--- config.mk ---
export PLATFORM = sky130hd
export DESIGN_NAME = text_cursor_flat
export DESIGN_NICKNAME = d
export VERILOG_FILES = /design/src/rtl/text_pkg.sv /design/src/rtl/text_cursor_if.sv /design/src/rtl/cursor_pos.sv /design/src/rtl/text_cursor.sv /design/src/flat_wrapper.sv
export SDC_FILE = /design/constraint.sdc
export NUM_CORES = 1
export LEC_CHECK = 0
export BUFFER_PORTS_ARGS = -buffer_cell sky130_fd_sc_hd__buf_4
export CAP_MARGIN = 20
export CORE_AREA = 2 2 82 84
export DETAILED_ROUTE_END_ITERATION = 16
export DIE_AREA = 0 0 84 86
export GPL_TIMING_DRIVEN = 1
export PLACE_DENSITY_LB_ADDON = 0.2
export SYNTH_ARGS = -nofsm -noshare
export SYNTH_HDL_FRONTEND = slang
export SYNTH_SLANG_ARGS = --single-unit
--- constraint.sdc ---
create_clock -name clk -period 2.3 [get_ports clk]
set_input_delay 0.23 -clock clk [delete_from_list [all_inputs] [get_ports clk]]
set_output_delay 0.23 -clock clk [all_outputs]
set_load 0.01 [all_outputs]
--- src/rtl/text_pkg.sv ---
// Shared constants and types for the text cursor: grid defaults, control
// characters and the FSM state encoding.
package text_pkg;

  localparam int COLS_DEF      = 80;
  localparam int ROWS_DEF      = 48;
  localparam int INIT_WAIT_DEF = 3740;

  localparam logic [7:0] CH_BS  = 8'h08;
  localparam logic [7:0] CH_LF  = 8'h0A;
  localparam logic [7:0] CH_CR  = 8'h0D;
  localparam logic [7:0] CH_SP  = 8'h20;
  localparam logic [7:0] CH_MAX = 8'h7E;

  typedef enum logic [1:0] {
    WAIT_INIT,
    IDLE,
    ROW_CLR
  } state_t;

endpackage

--- src/rtl/text_cursor_if.sv ---
// Byte-in / character-write-out bundle between the byte source, the cursor
// and the text-buffer RAM controller.
interface text_cursor_if import text_pkg::*; #(
  parameter int COLS = COLS_DEF,
  parameter int ROWS = ROWS_DEF
);
  localparam int CW = $clog2(COLS);
  localparam int RW = $clog2(ROWS);

  logic [7:0]    rx_data;
  logic          rx_valid;
  logic          rx_ready;
  logic [7:0]    char_out;
  logic [RW-1:0] row_out;
  logic [CW-1:0] col_out;
  logic          wr_en;

  modport master (
    output rx_data, rx_valid,
    input  rx_ready, char_out, row_out, col_out, wr_en
  );

  modport slave (
    input  rx_data, rx_valid,
    output rx_ready, char_out, row_out, col_out, wr_en
  );

endinterface

--- src/rtl/cursor_pos.sv ---
// Row/column cursor over the text grid with end-of-line and bottom-row wrap.
// row_changed flags the command that advances the row this cycle.
module cursor_pos import text_pkg::*; #(
  parameter  int COLS = COLS_DEF,
  parameter  int ROWS = ROWS_DEF,
  localparam int CW   = $clog2(COLS),
  localparam int RW   = $clog2(ROWS)
) (
  input  logic          clk,
  input  logic          rst,
  input  logic          inc,
  input  logic          dec,
  input  logic          cr,
  input  logic          lf,
  output logic [CW-1:0] col,
  output logic [RW-1:0] row,
  output logic [RW-1:0] row_nxt,
  output logic          row_changed
);

  localparam logic [CW-1:0] COL_LAST = CW'(COLS - 1);
  localparam logic [RW-1:0] ROW_LAST = RW'(ROWS - 1);

  logic at_eol;

  assign at_eol      = (col == COL_LAST);
  assign row_changed = lf | (inc & at_eol);
  assign row_nxt     = !row_changed    ? row :
                       (row == ROW_LAST) ? '0  : row + 1'b1;

  // NOTE: sequential state uses <= so every register samples pre-edge values.
  always_ff @(posedge clk) begin
    if (rst) begin
      col <= '0;
      row <= '0;
    end else begin
      row <= row_nxt;
      if (cr || row_changed)
        col <= '0;
      else if (inc)
        col <= col + 1'b1;
      else if (dec && col != '0)
        col <= col - 1'b1;
    end
  end

endmodule

--- src/rtl/text_cursor.sv ---
// Byte-stream front end of the text-buffer controller: decodes printable and
// CR/LF/BS bytes into character writes and stalls during downstream clears.
module text_cursor import text_pkg::*; #(
  parameter int COLS      = COLS_DEF,
  parameter int ROWS      = ROWS_DEF,
  parameter int INIT_WAIT = INIT_WAIT_DEF,
  parameter int CLR_WAIT  = COLS
) (
  input  logic          clk,
  input  logic          rst,
  text_cursor_if.slave  bus
);

  localparam int CW      = $clog2(COLS);
  localparam int RW      = $clog2(ROWS);
  localparam int CNT_MAX = (INIT_WAIT > CLR_WAIT) ? INIT_WAIT : CLR_WAIT;
  localparam int CNT_W   = $clog2(CNT_MAX + 1);
  localparam logic [CNT_W-1:0] INIT_LAST = CNT_W'(INIT_WAIT - 1);
  localparam logic [CNT_W-1:0] CLR_LAST  = CNT_W'(CLR_WAIT - 1);

  state_t           state;
  logic [CNT_W-1:0] wait_cnt;
  logic [CW-1:0]    col;
  logic [RW-1:0]    row;
  logic [RW-1:0]    row_nxt;
  logic             row_changed;
  logic             xfer;
  logic             is_print;
  logic             do_inc;
  logic             do_dec;
  logic             do_cr;
  logic             do_lf;
  logic             bs_write;

  // rx_ready is only high in IDLE, so a transfer implies the IDLE state.
  assign xfer     = bus.rx_valid & bus.rx_ready;
  assign is_print = (bus.rx_data >= CH_SP) && (bus.rx_data <= CH_MAX);
  assign do_inc   = xfer & is_print;
  assign do_dec   = xfer & (bus.rx_data == CH_BS);
  assign do_cr    = xfer & (bus.rx_data == CH_CR);
  assign do_lf    = xfer & (bus.rx_data == CH_LF);
  assign bs_write = do_dec & (col != '0);

  cursor_pos #(.COLS(COLS), .ROWS(ROWS)) u_pos (
    .clk         (clk),
    .rst         (rst),
    .inc         (do_inc),
    .dec         (do_dec),
    .cr          (do_cr),
    .lf          (do_lf),
    .col         (col),
    .row         (row),
    .row_nxt     (row_nxt),
    .row_changed (row_changed)
  );

  always_ff @(posedge clk) begin
    if (rst) begin
      state        <= WAIT_INIT;
      wait_cnt     <= '0;
      bus.rx_ready <= 1'b0;
      bus.wr_en    <= 1'b0;
      bus.char_out <= '0;
      bus.row_out  <= '0;
      bus.col_out  <= '0;
    end else begin
      bus.wr_en   <= 1'b0;
      // A write beat reports the pre-advance row; the new row follows a cycle later.
      bus.row_out <= row_nxt;
      case (state)
        WAIT_INIT: begin
          if (wait_cnt == INIT_LAST) begin
            wait_cnt     <= '0;
            state        <= IDLE;
            bus.rx_ready <= 1'b1;
          end else begin
            wait_cnt <= wait_cnt + 1'b1;
          end
        end
        IDLE: begin
          if (do_inc || bs_write) begin
            bus.wr_en    <= 1'b1;
            bus.row_out  <= row;
            bus.char_out <= do_inc ? bus.rx_data : CH_SP;
            bus.col_out  <= do_inc ? col : col - 1'b1;
          end
          if (row_changed) begin
            wait_cnt     <= '0;
            state        <= ROW_CLR;
            bus.rx_ready <= 1'b0;
          end
        end
        ROW_CLR: begin
          if (wait_cnt == CLR_LAST) begin
            wait_cnt     <= '0;
            state        <= IDLE;
            bus.rx_ready <= 1'b1;
          end else begin
            wait_cnt <= wait_cnt + 1'b1;
          end
        end
        default: begin
          state        <= WAIT_INIT;
          wait_cnt     <= '0;
          bus.rx_ready <= 1'b0;
        end
      endcase
    end
  end

endmodule

--- src/flat_wrapper.sv ---
// flat-port wrapper written by rule: the top's interface ports become plain ports
module text_cursor_flat import text_pkg::*;
#(
  parameter int COLS      = COLS_DEF,
  parameter int ROWS      = ROWS_DEF,
  parameter int INIT_WAIT = INIT_WAIT_DEF,
  parameter int CLR_WAIT  = COLS
)
  (clk, rst, bus_rx_data, bus_rx_valid, bus_rx_ready, bus_char_out, bus_row_out, bus_col_out, bus_wr_en);
  text_cursor_if #(.COLS(COLS), .ROWS(ROWS)) bus_i ();
  input  logic clk;
  input  logic rst;
  input wire logic [$bits(bus_i.rx_data)-1:0] bus_rx_data;
  input wire logic [$bits(bus_i.rx_valid)-1:0] bus_rx_valid;
  output wire logic [$bits(bus_i.rx_ready)-1:0] bus_rx_ready;
  output wire logic [$bits(bus_i.char_out)-1:0] bus_char_out;
  output wire logic [$bits(bus_i.row_out)-1:0] bus_row_out;
  output wire logic [$bits(bus_i.col_out)-1:0] bus_col_out;
  output wire logic [$bits(bus_i.wr_en)-1:0] bus_wr_en;
  assign bus_i.rx_data = bus_rx_data;
  assign bus_i.rx_valid = bus_rx_valid;
  assign bus_rx_ready = bus_i.rx_ready;
  assign bus_char_out = bus_i.char_out;
  assign bus_row_out = bus_i.row_out;
  assign bus_col_out = bus_i.col_out;
  assign bus_wr_en = bus_i.wr_en;
  text_cursor #(.COLS(COLS), .ROWS(ROWS), .INIT_WAIT(INIT_WAIT), .CLR_WAIT(CLR_WAIT)) u_core (.clk(clk), .rst(rst), .bus(bus_i));
endmodule
# == Word-level counts from Yosys, hierarchy flattened ==
# Index checks and enable logic that the tools add are counted.
# totals
wordCells,68
output_inout_bits,23
reg_bits,50
# classes
bitwise,9
muxes,21
n_eq_ne,12
order_cmp,2
add_sub_neg,4
reduce_logical,11
# op_table
operator,count
12-bit 2-to-1 mux,3
12-bit case mux with 3 select lines,1
8-bit by 4-bit equality test with 1-bit output (second input constant),3
6-bit 2-to-1 mux,4
7-bit 2-to-1 mux,3
12-bit by 1-bit adder with 12-bit output (second input constant),1
12-bit equality test (second input constant),1
12-bit by 7-bit equality test with 1-bit output (second input constant),1
8-bit by 6-bit greater-or-equal comparator with 1-bit output (second input constant),1
8-bit by 7-bit less-or-equal comparator with 1-bit output (second input constant),1
8-bit 2-to-1 mux,1
7-bit by 1-bit adder with 7-bit output (second input constant),1
1-bit bitwise AND,7
7-bit equality test (second input constant),1
7-bit nonzero test,1
7-bit by 1-bit subtractor with 7-bit output (second input constant),1
6-bit by 1-bit adder with 6-bit output (second input constant),1
6-bit equality test (second input constant),1
2-bit 2-to-1 mux,3
2-bit case mux with 3 select lines,1
1-bit 2-to-1 mux,4
2-bit by 1-bit inequality test with 1-bit output (second input constant),2
2-bit OR reduction,2
1-bit case mux with 3 select lines,1
other kinds (11),13

# == Logic depth before layout (Yosys ltp) ==
# logic_depth
ltp_word,8
mapped_depth,9
depth_no_buf,6

# == By module ==
# A second synthesis with hierarchy kept.
# unflattened
cells_unflattened,315
hier_area_um2,2697.6
# modules_own_cells
mod,cells_per_inst,area_each_um2,n_inst
text_cursor,223,1843.0,1
cursor_pos,92,854.6,1

# == Worst setup path after synthesis ==
# No wires, ideal clock.
# synth_path
kind,register -> register
start,register u_core.state[0]
end,register u_core.bus.col_out[1]
path_stages_with_launch,7
period_less_slack_ns,1.920
setup_time_ns,0.117
t_arrival_ns,1.803
setup_slack_ns,0.380
path_cell_list,dfxtp_1 > nand4b_1 > nor4_4 > a21o_1 > a21oi_2 > buf_2 > a22o_1
# synth_via
elab_chain_len,2
# synth_rtl
element,line,text
from (decl),text_cursor.sv:21,state_t state;
from (signal assigned),text_cursor.sv:59,state <= WAIT_INIT;
from (signal assigned),text_cursor.sv:74,state <= IDLE;
from (signal assigned),text_cursor.sv:89,state <= ROW_CLR;
2-bit by 1-bit equality test with 1-bit output,text_cursor.sv:70,case (state)
2-bit AND reduction (no line),-,
to (signal assigned),text_cursor.sv:85,bus.col_out <= do_inc ? col : col - 1'b1;
to (decl),text_cursor_if.sv:25,"output rx_ready, char_out, row_out, col_out, wr_en"
# No other way between the ends.
# A chain may end at the register's enable or synchronous reset.

# == Worst setup path in the final report ==
# layout_path
start,register u_core.u_pos.col[0]
end,register u_core.u_pos.col[4]
# layout_via
elab_chain_len,5
# layout_rtl
element,line,text
from (decl),cursor_pos.sv:15,"output logic [CW-1:0] col,"
from (signal assigned),cursor_pos.sv:41,col <= col + 1'b1;
from (signal assigned),cursor_pos.sv:43,col <= col - 1'b1;
"parallel branches: the longest is 5 deep, another holds 7-bit by 1-bit subtractor with 7-bit output",-,
# Parallel ways; which one is timed is not known. The select of a mux whose other input is x is not followed.

==> impl_metrics.json <==
{
  "report.final.slew_viol_count": 0,
  "min-delay-path-class": "in2reg",
  "slew_headroom_pct": 64.2,
  "max_cap_violation_count": 0,
  "leading_cell_type_in_the_layout_fill_and_taps_excluded": "sky130_fd_sc_hd__dfxtp_1",
  "layout-area-overhead-vs-synth_pct": 19.2,
  "syn_avg_cell_area_um2": 8.98,
  "p_sw_share_pct": 23.3,
  "setup.reg_to_reg.worst_slack_ps": 170,
  "number_of_antenna_violations_at_the_first_check_in_global_routing": 0,
  "crit_end": "u_core.u_pos.col[4]",
  "synth_async_sr_flop_share_pct": 0,
  "cellPowerDensity_mw_per_mm2": 481,
  "post-route-cell-area_mm2": 0.00295,
  "critical_path.reg2reg.startpoint": "u_core.u_pos.col[0]",
  "setup_viol": 0,
  "timing.rr.end": "u_core.u_pos.col[4]",
  "postSynth.topFlopCell": "sky130_fd_sc_hd__dfxtp_1",
  "detailedPlacementHpwl_mm": 3.91,
  "largest_net_degree_at_the_start_of_global_routing": 19,
  "rsz0062_at_grt": "no",
  "ys_seq_area_share_pct": 39.6,
  "clock_tree.root_cell": "sky130_fd_sc_hd__clkbuf_8",
  "cts_num_sinks": 49,
  "finish.net_count": 334,
  "count_of_vias_placed_by_the_detailed_router": 2229,
  "ys_warn_count": 0,
  "number_of_synthesized_flops_with_an_enable_pin": 0,
  "path_clk_slew_ps": 100,
  "finalClockSkew_ps": 12.0,
  "final_min_period_over_clock_period_pct": 92.7,
  "grt_pass1_vias": 2029,
  "postPlaceCellArea_mm2": 0.00286,
  "status": "complete, no violations",
  "worst_setup_path_start_kind": "flop",
  "final_weighted_congestion_of_routability_driven_global_placement": 0.808,
  "detail_route.wirelength_mm": 5.54,
  "antennaDiodeCount": 0,
  "cellLeakagePower_nw": 1.15,
  "die_area_mm2": 0.00722,
  "mappedNetlistArea_mm2": 0.00248,
  "max_freq_mhz": 469,
  "global_route.overflow_total": 0,
  "global_route_wire_length_before_repair_mm": 9.41,
  "crit_fanout": 14,
  "clock_power_share_pct": 35.6,
  "vdd_ir_drop_max_v": 0.000329,
  "ff2ff_path_depth": 7,
  "firstDrtPassIters": 4,
  "internal_power_mw": 1.09,
  "slew_of_the_pin_with_the_lowest_slew_margin_ps": 537,
  "fp.dieW_um": 84,
  "critPathCaptureType": "flop",
  "worst_setup_path_startpoint": "u_core.u_pos.col[0]",
  "required_ps": 2520,
  "post_synth_inst_count": 276,
  "seq_power_share_pct": 60.4,
  "share_comb_of_total_power_pct": 4.1,
  "starting_utilization_of_the_core_area_pct": 39.5,
  "io-pin-count": 34,
  "grt_total_usage_pct": 15.7,
  "highest_count_cells_in_the_layout_ignoring_fill_and_taps": "49 x sky130_fd_sc_hd__dfxtp_1, 44 x sky130_fd_sc_hd__buf_4, 19 x sky130_fd_sc_hd__nor2_1",
  "routedWlPerCell_um": 14.1,
  "ant_nets": 0,
  "cts-root-to-sink-buffers": 2,
  "path_class": "reg2reg",
  "number_of_hold_violations_in_the_final_report": 0,
  "fp-row-count": 29,
  "synth.net_count": 294,
  "cp_data_arrival_time_ps": 2350,
  "post_route_cells_drive_above_1_share_pct": 20.2,
  "cts-buffers-inserted": 5,
  "die_h_um": 86,
  "core_area_mm2": 0.00628,
  "whs_ps": 154,
  "fin_tns_setup_ps": 0,
  "post_drt_via_cell_ratio": 5.66,
  "h_tree_depth": 2,
  "io_buffer_count": 33,
  "drc_errors": 0,
  "clock_latency_ps": 310,
  "cts_post_setup_buffers_inserted": 0,
  "period_needed_ps": 2130,
  "synth_seq_cells": 49,
  "post_synth_num_cell_types": 52,
  "dr.first_iter.drc_count": 133,
  "switching_power_mw": 0.331,
  "clock_tree_from_tritoncts": "yes"
}
cell families after synthesis:
logic type	Yosys count	share of synthesized area, %
buf+inv	18	2.93
flops	49	39.6
mux	4	1.67
xor+xnor	9	3.18
fa+ha+maj	7	3.54
compound gates	70	20.8
simple gates	119	28.3
sequential cells by signal, summed over array words and instances, names as in the netlist:
register	cells
u_core.bus.char_out	8
u_core.bus.col_out	7
u_core.bus.row_out	6
u_core.bus.wr_en	1
u_core.state	2
u_core.u_pos.col	7
u_core.u_pos.row	6
u_core.wait_cnt	12
synth_stat cells, types with 2 or more instances:
master,number,area (µm²)
sky130_fd_sc_hd__a22o_1,18,158
sky130_fd_sc_hd__buf_2,4,20.0
sky130_fd_sc_hd__and2_1,6,37.5
sky130_fd_sc_hd__xnor2_1,6,52.6
sky130_fd_sc_hd__nor3b_1,2,15.0
sky130_fd_sc_hd__xor2_1,3,26.3
sky130_fd_sc_hd__and4_1,3,26.3
sky130_fd_sc_hd__clkbuf_1,7,26.3
sky130_fd_sc_hd__nor2_1,19,71.3
sky130_fd_sc_hd__or3_1,9,56.3
sky130_fd_sc_hd__ha_1,7,87.6
sky130_fd_sc_hd__or4_1,2,15.0
sky130_fd_sc_hd__nor4_1,4,25.0
sky130_fd_sc_hd__a221o_1,4,40.0
sky130_fd_sc_hd__or2_2,2,12.5
sky130_fd_sc_hd__nand4_1,7,43.8
sky130_fd_sc_hd__inv_1,6,22.5
sky130_fd_sc_hd__a31oi_1,4,25.0
sky130_fd_sc_hd__nor2b_1,3,18.8
sky130_fd_sc_hd__a21oi_2,2,17.5
sky130_fd_sc_hd__nand2_1,15,56.3
sky130_fd_sc_hd__dfxtp_1,49,981
sky130_fd_sc_hd__a32oi_1,2,17.5
sky130_fd_sc_hd__a211oi_1,3,22.5
sky130_fd_sc_hd__nor4b_1,2,17.5
sky130_fd_sc_hd__nand2b_1,4,25.0
sky130_fd_sc_hd__a21o_1,3,22.5
sky130_fd_sc_hd__nor3_1,3,15.0
sky130_fd_sc_hd__nand3_1,18,90.1
sky130_fd_sc_hd__a21oi_1,15,75.1
sky130_fd_sc_hd__o21ai_0,10,50.1
sky130_fd_sc_hd__mux2i_1,3,30.0
sky130_fd_sc_hd__and3_1,10,62.6
sky130_fd_sc_hd__nand4b_1,3,26.3
worst min path at each step:
stage,start,to,slack [ps],depth (start not counted)
2_1_floorplan,bus_rx_data[1],u_core.bus.char_out[1],360,1
3_3_place_gp,u_core.bus.char_out[7],u_core.bus.char_out[7],440,1
3_5_place_dp,u_core.bus.char_out[7],u_core.bus.char_out[7],440,1
4_1_cts,bus_rx_data[3],u_core.bus.char_out[3],140,2
5_1_grt,bus_rx_data[3],u_core.bus.char_out[3],150,2
6_report,bus_rx_data[3],u_core.bus.char_out[3],150,2
power by group through the flow:
stage	logic [mW]	registers, mW	clock network (mW)
floorplan	0.0309	0.876	0
global placement	0.0566	0.877	0
detailed placement	0.0577	0.877	0
CTS	0.0579	0.857	0.526
global route	0.0634	0.858	0.562
finish	0.0581	0.857	0.505
critical path, stage by stage, from the launching register on:
cell and delay [ps]:
sky130_fd_sc_hd__dfxtp_1 320, sky130_fd_sc_hd__ha_1 200, sky130_fd_sc_hd__and2_1 170, sky130_fd_sc_hd__and4_1 250, sky130_fd_sc_hd__a21oi_2 430, sky130_fd_sc_hd__buf_4 200, sky130_fd_sc_hd__nand2_1 180, sky130_fd_sc_hd__a311oi_1 290
per-layer routing:
| metal | wire, µm | vias up | GRT usage (%) |
|---|---|---|---|
| li1 | - | 1126 | - |
| met1 | 2810 | 1041 | 21.3 |
| met2 | 2430 | 56 | 24.6 |
| met3 | 254 | 6 | 3.75 |
| met4 | 48 | 0 | 5.43 |
| met5 | 0 | - | 0 |
cell type report:
type | instances | area [µm²]
clock buffers | 6 | 72.6
clock inverters | 2 | 10.0
fillers | 611 | 3320
inverters | 7 | 26.3
multi-input cells | 209 | 1440
flip-flops and latches | 49 | 981
well taps | 77 | 96.3
repair buffers | 44 | 330
stage by stage:
step | cells | utilization [%] | setup WS, ps | power (mW)
3_5_place_dp | 386 | 45.5 | 142 | 0.934
5_1_grt | 394 | 47.1 | 24.7 | 1.48
4_1_cts | 394 | 46.8 | 134 | 1.44
3_3_place_gp | 386 | 45.5 | 196 | 0.933
6_report | 394 | 47.1 | 167 | 1.42
2_1_floorplan | 276 | - | 380 | 0.907
repair_timing:
| action | 4_1_cts | 5_1_grt |
|---|---|---|
| gates resized for setup | 0 | 2 |
| endpoints found under the setup margin | 0 | 10 |
| hold buffers | 0 | 0 |
No activity file was read; power rests on OpenSTA's default activity.
